**config.mk**
```make
export PLATFORM = sky130hd
export DESIGN_NAME = divisor_clock_flat
export DESIGN_NICKNAME = d
export VERILOG_FILES = /design/src/rtl/divisor_clock_if.sv /design/src/rtl/divisor_clock.sv /design/src/flat_wrapper.sv
export SDC_FILE = /design/constraint.sdc
export NUM_CORES = 1
export LEC_CHECK = 0
export ABC_AREA = 1
export CAP_MARGIN = 40
export CELL_PAD_IN_SITES_DETAIL_PLACEMENT = 1
export CELL_PAD_IN_SITES_GLOBAL_PLACEMENT = 1
export CORE_ASPECT_RATIO = 0.7
export CORE_MARGIN = 2
export CORE_UTILIZATION = 40
export CTS_CLUSTER_DIAMETER = 80
export CTS_CLUSTER_SIZE = 16
export DETAILED_ROUTE_END_ITERATION = 7
export GPL_TIMING_DRIVEN = 0
export PLACE_DENSITY_LB_ADDON = 0.1
export REMOVE_ABC_BUFFERS = 1
export SETUP_SLACK_MARGIN = 0.1
export SLEW_MARGIN = 20
export SYNTH_ARGS = -nofsm -noshare
export SYNTH_HDL_FRONTEND = slang
export SYNTH_SLANG_ARGS = --single-unit
```
**constraint.sdc**
```tcl
create_clock -name clk_in1 -period 4.6 [get_ports clk_in1]
set_input_delay 0.69 -clock clk_in1 [delete_from_list [all_inputs] [get_ports clk_in1]]
set_output_delay 0.69 -clock clk_in1 [all_outputs]
set_load 0.02 [all_outputs]
```
**src/rtl/divisor_clock_if.sv**
```systemverilog
// divisor_clock_if: control/status bundle between the divider and its user.
// tick_count_out1 exists only when DIVISOR_CLOCK_TICK_COUNT_EN is defined.
interface divisor_clock_if #(parameter int WIDTH = 16);
  logic             en_in1;
  logic [WIDTH-1:0] div_in1;
  logic             load_in1;
  logic             load_ack_out1;
  logic             clk_out1;
  logic             tick_out1;
`ifdef DIVISOR_CLOCK_TICK_COUNT_EN
  logic [WIDTH-1:0] tick_count_out1;
  modport master (output en_in1, div_in1, load_in1, input load_ack_out1, clk_out1, tick_out1, tick_count_out1);
  modport slave (input en_in1, div_in1, load_in1, output load_ack_out1, clk_out1, tick_out1, tick_count_out1);
`else
  modport master (output en_in1, div_in1, load_in1, input load_ack_out1, clk_out1, tick_out1);
  modport slave (input en_in1, div_in1, load_in1, output load_ack_out1, clk_out1, tick_out1);
`endif
endinterface

```
**src/rtl/divisor_clock.sv**
```systemverilog
// divisor_clock: glitch-free programmable clock divider with rising-edge tick.
// Optional rising-edge counter enabled by DIVISOR_CLOCK_TICK_COUNT_EN.
module divisor_clock #(
  parameter int WIDTH = 16,
  parameter int DIV_DEFAULT = 4
) (
  input logic clk_in1,
  input logic rst_in1,
  divisor_clock_if.slave bus
);
  logic [WIDTH-1:0] h, cnt, p;
  logic pf;
  wire boundary = cnt == h - WIDTH'(1);
  wire [WIDTH-1:0] div_sat = (bus.div_in1 == '0) ? WIDTH'(1) : bus.div_in1;
  always_ff @(posedge clk_in1 or posedge rst_in1) begin
    if (rst_in1) begin
      h <= WIDTH'(DIV_DEFAULT);
      cnt <= '0;
      p <= '0;
      pf <= 1'b0;
      bus.clk_out1 <= 1'b0;
      bus.tick_out1 <= 1'b0;
      bus.load_ack_out1 <= 1'b0;
`ifdef DIVISOR_CLOCK_TICK_COUNT_EN
      bus.tick_count_out1 <= '0;
`endif
    end else begin
      bus.tick_out1 <= 1'b0;
      bus.load_ack_out1 <= 1'b0;
      if (bus.load_in1) begin
        p <= div_sat;
        pf <= 1'b1;
      end
      // A load in the same cycle as an apply keeps the new value pending
      if (bus.en_in1) begin
        if (boundary) begin
          cnt <= '0;
          bus.clk_out1 <= ~bus.clk_out1;
          bus.tick_out1 <= ~bus.clk_out1;
`ifdef DIVISOR_CLOCK_TICK_COUNT_EN
          if (!bus.clk_out1) bus.tick_count_out1 <= bus.tick_count_out1 + WIDTH'(1);
`endif
          if (pf) begin
            h <= p;
            bus.load_ack_out1 <= 1'b1;
            if (!bus.load_in1) pf <= 1'b0;
          end
        end else begin
          cnt <= cnt + WIDTH'(1);
        end
      end else if (pf) begin
        h <= p;
        cnt <= '0;
        bus.load_ack_out1 <= 1'b1;
        if (!bus.load_in1) pf <= 1'b0;
      end
    end
  end
endmodule

```
**src/flat_wrapper.sv**
```systemverilog
// flat-port wrapper written by rule: the top's interface ports become plain ports
module divisor_clock_flat 
#(
  parameter int WIDTH = 16,
  parameter int DIV_DEFAULT = 4
)
  (clk_in1, rst_in1, bus_en_in1, bus_div_in1, bus_load_in1, bus_load_ack_out1, bus_clk_out1, bus_tick_out1);
  divisor_clock_if #(.WIDTH(WIDTH)) bus_i ();
  input logic clk_in1;
  input logic rst_in1;
  input wire logic [$bits(bus_i.en_in1)-1:0] bus_en_in1;
  input wire logic [$bits(bus_i.div_in1)-1:0] bus_div_in1;
  input wire logic [$bits(bus_i.load_in1)-1:0] bus_load_in1;
  output wire logic [$bits(bus_i.load_ack_out1)-1:0] bus_load_ack_out1;
  output wire logic [$bits(bus_i.clk_out1)-1:0] bus_clk_out1;
  output wire logic [$bits(bus_i.tick_out1)-1:0] bus_tick_out1;
  assign bus_i.en_in1 = bus_en_in1;
  assign bus_i.div_in1 = bus_div_in1;
  assign bus_i.load_in1 = bus_load_in1;
  assign bus_load_ack_out1 = bus_i.load_ack_out1;
  assign bus_clk_out1 = bus_i.clk_out1;
  assign bus_tick_out1 = bus_i.tick_out1;
  divisor_clock #(.WIDTH(WIDTH), .DIV_DEFAULT(DIV_DEFAULT)) u_core (.clk_in1(clk_in1), .rst_in1(rst_in1), .bus(bus_i));
endmodule
```
Word level (Yosys, flattened, before mapping)
Index checks and enable logic that the tools add are counted.
{"block": "word_totals", "ram_bits": 0, "word_cells": 32, "regBits": 52, "mem_count": 0, "latchBits": 0, "mem_bits_ro": 0, "input_bits": 20}
{"block": "op_classes", "n_eq_ne": 2, "n_shift": 0, "n_addsub": 2, "n_mux": 17, "n_mul": 0, "bitwise_logic": 1, "n_lt_le_gt_ge": 0, "div": 0, "n_reduce_logical": 3}
{"op": "2-to-1 mux 16 bit", "n": 7}
{"op": "adder 16 x 1 -> 16 bit, second input constant", "n": 1}
{"op": "equality test 16 bit", "n": 1}
{"op": "logical NOT 16 bit", "n": 1}
{"op": "subtractor 16 x 1 -> 16 bit, second input constant", "n": 1}
{"op": "2-to-1 mux 1 bit", "n": 10}
{"op": "!= test 2 x 1 -> 1 bit, second input constant", "n": 1}
{"op": "AND reduction 2 bit", "n": 1}
{"op": "nonzero test 2 bit", "n": 1}
{"op": "inverter 1 bit", "n": 1}

Depth between registers and ports, before layout
{"block": "depth", "depth_word": 5, "depth_mapped": 18, "mapped_depth_nobuf": 17}

Worst setup path before layout
OpenSTA, ideal clock, no wires.
{"block": "synth_path", "path_kind": "register to register", "startpoint": "reg u_core.h[0]", "endpoint": "reg u_core.h[4]", "arrival_time_ns": 1.844, "required_ns": 4.483, "path_stages_with_launch": 17, "setup_ns": 0.117, "slack_ns": 2.639, "cell_sequence": "dfrtp_1 inv_1 ha_1 nand2_2 nor2_2 nand2_1 nand2_1 nand2_1 nor2_1 nand2_1 nor2_2 nand2_1 nand2_2 nand2_4 buf_6 nand2_1 nand2_1"}
{"block": "synth_via", "elab_chain_cells": 3}
{"element": "start, declared", "line_no": "divisor_clock.sv:11", "source": "logic [WIDTH-1:0] h, cnt, p;"}
{"element": "start signal, assigned", "line_no": "divisor_clock.sv:17", "source": "h <= WIDTH'(DIV_DEFAULT);"}
{"element": "start signal, assigned", "line_no": "divisor_clock.sv:44", "source": "h <= p;"}
{"element": "start signal, assigned", "line_no": "divisor_clock.sv:52", "source": "h <= p;"}
{"element": "subtractor 16 x 1 -> 16 bit", "line_no": "divisor_clock.sv:13", "source": "wire boundary = cnt == h - WIDTH'(1);"}
{"element": "equality test 16 bit", "line_no": "divisor_clock.sv:13"}
{"element": "!= test 2 x 1 -> 1 bit (no line)"}
Every way passes these cells.
A chain may end at the register's enable or synchronous reset.

Final worst setup path
{"block": "layout_path", "startpoint": "reg u_core.h[0]", "endpoint": "reg u_core.h[6]"}
Same word-level chain as after synthesis.

==> implementation parameters <==
Parameter                              Value

Yosys
  Most common cell in the netlist    nand2_1
  Yosys warns    0
  Syn Inst Count    between 300 and 400
  Most area-consuming cells after synthesis    dfrtp_1 44%, nand2_1 19%, nand3_1 5.8%, xor2_1 5.1%, inv_1 4.9%
  Post-synthesis cell type with the largest combined area    dfrtp_1
  Share of flip-flops with an asynchronous set or reset after synthesis    1.000
  Post-synthesis register bit count    52
  Primary flip-flop cell chosen by synthesis mapping    dfrtp_1
  Post-synthesis instance area    roughly 3000 um2
  Part of the Yosys area used for sequential elements    0.4468
  Synthesized area per cell    approximately 7.3 um2
  Count of different cell masters after synthesis    31
  Number of flops mapped to enable cells by yosys    0
  Most common library cells after synthesis    147 x nand2_1, 51 x dfrtp_1, 38 x inv_1, 36 x nor2_1, 34 x nand3_1
  Area share of the largest cell type after synthesis    0.4378

Worst setup path
  Launching element of the worst setup path    u_core.h[0]$_DFFE_PP0P_
  Data required time at the worst endpoint    between 4 and 5 ns
  Most common cell type on the critical path    nand2_1
  Critical Path Sink Type    flip-flop
  FF-to-FF path depth    15
  Kind of start point of the critical path    flip-flop
  Maximum fanout count along the critical path    32
  Worst Setup EP    u_core.h[6]$_DFFE_PP0P_
  Critical setup path kind    flip-flop to flip-flop
  Reg2reg setup slack    between 1.5 and 2 ns
  Cell breakdown of the critical path    inv_1 > ha_1 > nand2_2 > nor2_2 > nand2_1 > nand2_1 > nand2_1 > nor2_1 > nand2_1 > nor2_1 > nand2_1 > nand2_2 > nand2_4 > nand2_1 > nand2_1
  Slowest CP cell    nand2_2
  Endpoint arrival time on the critical path    around 3.1 ns
  FF-to-FF Start    u_core.h[0]$_DFFE_PP0P_
  Stage delay of the slowest cell on the critical path    between 0.5 and 0.6 ns
  Endpoint of the worst-slack reg-to-reg timing path    u_core.h[6]$_DFFE_PP0P_

Global routing
  Global-route wire length before repair    about 13000 um
  Overflow after GRT    0
  Pin count of the biggest net entering global routing    53
  Via count of the first global-routing pass    approximately 2700
  Overall routing resource usage    0.2062
  Number of antenna violations at the first check in global routing    0

Route
  Mean routed wirelength per cell    approximately 14 um
  Post-detailed-route count of antenna-violating nets    0
  Detailed-routing wirelength on met1    roughly 3800 um
  Length of the first detailed-routing pass in iterations    4
  Routed wire length on met2    3404 um
  Total number of vias    about 2600
  Final routed wirelength across all metal layers    between 7000 and 8000 um
  Violation count after the first detailed-routing iteration    79
  Detail-routed via count per cell    roughly 5.0
  Top routing layer in use    met4
  Length of routed met3 wiring    about 170 um
  DRC violations left    0

Clock tree
  Max Buffers Root-to-Sink    2
  Root cell of the clock tree    clkbuf_8
  Postcts setup bufs    0
  # clock sinks    52
  Total CTS buffers    5
  CTS H-tree depth    2
  Latest clock arrival within the worst-skew pair    0.31 ns
  Clock tree from TritonCTS    yes
  Post-cts repair resize count    0
  Post-CTS Hold Buffers    0
  Clk pin slew, worst setup/hold paths    around 0.10 ns

Die
  Starting density of the core    0.4217
  Horiz. Die Dim    between 100 and 150 um
  Die Y    around 75 um
  Die Area    7998 um2
  Core footprint    6913 um2
  FP Rows    25
  Top-level I/O count    23

Final layout
  Fraction of layout cells with a size suffix above 1    0.06220
  Relative area change from synthesis to final layout    14.46%
  Diodes inserted    0
  Post-layout net count    439

Placement
  IO Port Bufs    22
  Weighted congestion at the end of routability-driven global placement    slightly below 0.8
  Detailed placer's ending HPWL    roughly 5500 um

Power and ir drop
  Total power divided by cell area    ~370 nW/um2
  Static leakage    0.001623 uW
  Max rail drop VDD    between 0.15 and 0.2 mV
  Post-route total power    1235 uW

Worst hold path
  Min-Delay Path Class    flip-flop to flip-flop

Timing
  Final worst clock skew    ~0.0095 ns
  Total negative slack    0 ns
  Final period demand of the worst path    between 2 and 3 ns
  Final-report max-slew violation count    0
  Unrepaired setup endpoints after global routing    false
  Normalized max-slew margin    0.5274
  Setup violation total in the final timing report    0
  Final hold violations    0
  F_max    roughly 0.34 GHz
  Measured slew at the worst slew-check pin    0.7064 ns
  Worst hold slack across all endpoints    a little under 0.5 ns
  Period Utilization, post-route    0.6362

Run status
  Result of the run    complete, no violations

Job
  Reported max-cap violation count    0
-- sequential cells by signal, indices dropped and copies added, names as in the netlist --
register and count:
u_core.bus.load_ack_out1 1, u_core.h 16, u_core.bus.clk_out1 1, u_core.cnt 16, u_core.p 16, u_core.pf 1, u_core.bus.tick_out1 1
-- placed cells by master (no fill, tap or decap), types with 5 or more instances in the layout --
cell             netlist  final
o21ai_0                9      9
nor2_1                36     36
dfrtp_1               51     51
nand2_1              147    147
clkdlybuf4s50_1        0     22
inv_1                 38     37
nand3_1               34     34
xnor2_1                7      7
o21ai_1                5      5
o22ai_1                9      9
xor2_1                17     17
nor2_2                 6      6
clkbuf_8               0      5
-- metrics by stage --
| stage | setup WS [ns] | cell area (um2) | utilization | std cells |
|---|---|---|---|---|
| after detailed placement | 1.638 | 3204 | 0.4635 | 504 |
| after floorplan | 2.402 | 2864 | - | 388 |
| final | 1.673 | 3337 | 0.4827 | 512 |
| after global placement | 1.577 | 3202 | 0.4632 | 504 |
| after CTS | 1.620 | 3337 | 0.4827 | 512 |
| after global routing | 1.294 | 3337 | 0.4827 | 512 |
-- power by group --
group / switching, uW / internal, uW / leakage, uW
logic: 182 / 111 / 0.000894
registers: 56.2 / 507 / 0.000664
clock network: 161 / 218 / 0.0000654
total: 399 / 836 / 0.00162
-- critical path: cells and delay by family, from the launching register on --
kind / cells / cell delay [ns]
simple gates: 13 / 2.00
flops: 1 / 0.42
fa+ha+maj: 1 / 0.24
buf+inv: 1 / 0.16
-- layout make-up --
| type | count | area, um2 |
|---|---|---|
| multi-input cells | 293 | 1400 |
| repair buffers | 22 | 220.2 |
| flip-flops and latches | 52 | 1303 |
| clock inverters | 2 | 60.06 |
| fillers | 869 | 3576 |
| clock buffers | 6 | 72.57 |
| inverters | 43 | 163.9 |
| well taps | 94 | 117.6 |
-- cells by family (layout without fill, tap and decap cells) --
logic type,Yosys count,in the layout,share of synthesized area
buffers and inverters,52,73,0.07296
DFF,52,52,0.4468
AOI/OAI and AO/OA,26,26,0.04978
and+or+nand+nor,241,241,0.3498
xor gates and xnor gates,24,24,0.07210
adders and majority gates,2,2,0.008582
-- routing by layer --
| metal | up-vias | GRT usage |
|---|---|---|
| li1 | 1278 | - |
| met1 | 1244 | 0.2721 |
| met2 | 24 | 0.3649 |
| met3 | 7 | 0.02994 |
| met4 | 0 | 0.05556 |
| met5 | - | 0 |
-- how the worst min path moves through the flow --
| stage | end | cells after the start | slack [ns] | from |
|---|---|---|---|---|
| floorplan | u_core.p[10]$_DFFE_PP0P_ | 2 | 0.44 | u_core.p[10]$_DFFE_PP0P_ |
| global placement | u_core.p[12]$_DFFE_PP0P_ | 2 | 0.46 | u_core.p[12]$_DFFE_PP0P_ |
| detailed placement | u_core.p[12]$_DFFE_PP0P_ | 2 | 0.46 | u_core.p[12]$_DFFE_PP0P_ |
| CTS | u_core.bus.tick_out1$_DFF_PP0_ | 1 | 0.48 | u_core.bus.clk_out1$_DFFE_PP0P_ |
| global route | u_core.bus.tick_out1$_DFF_PP0_ | 1 | 0.51 | u_core.bus.clk_out1$_DFFE_PP0P_ |
| finish | u_core.p[8]$_DFFE_PP0P_ | 2 | 0.49 | u_core.p[8]$_DFFE_PP0P_ |
Note: power is estimated with default switching activity, not from simulation.
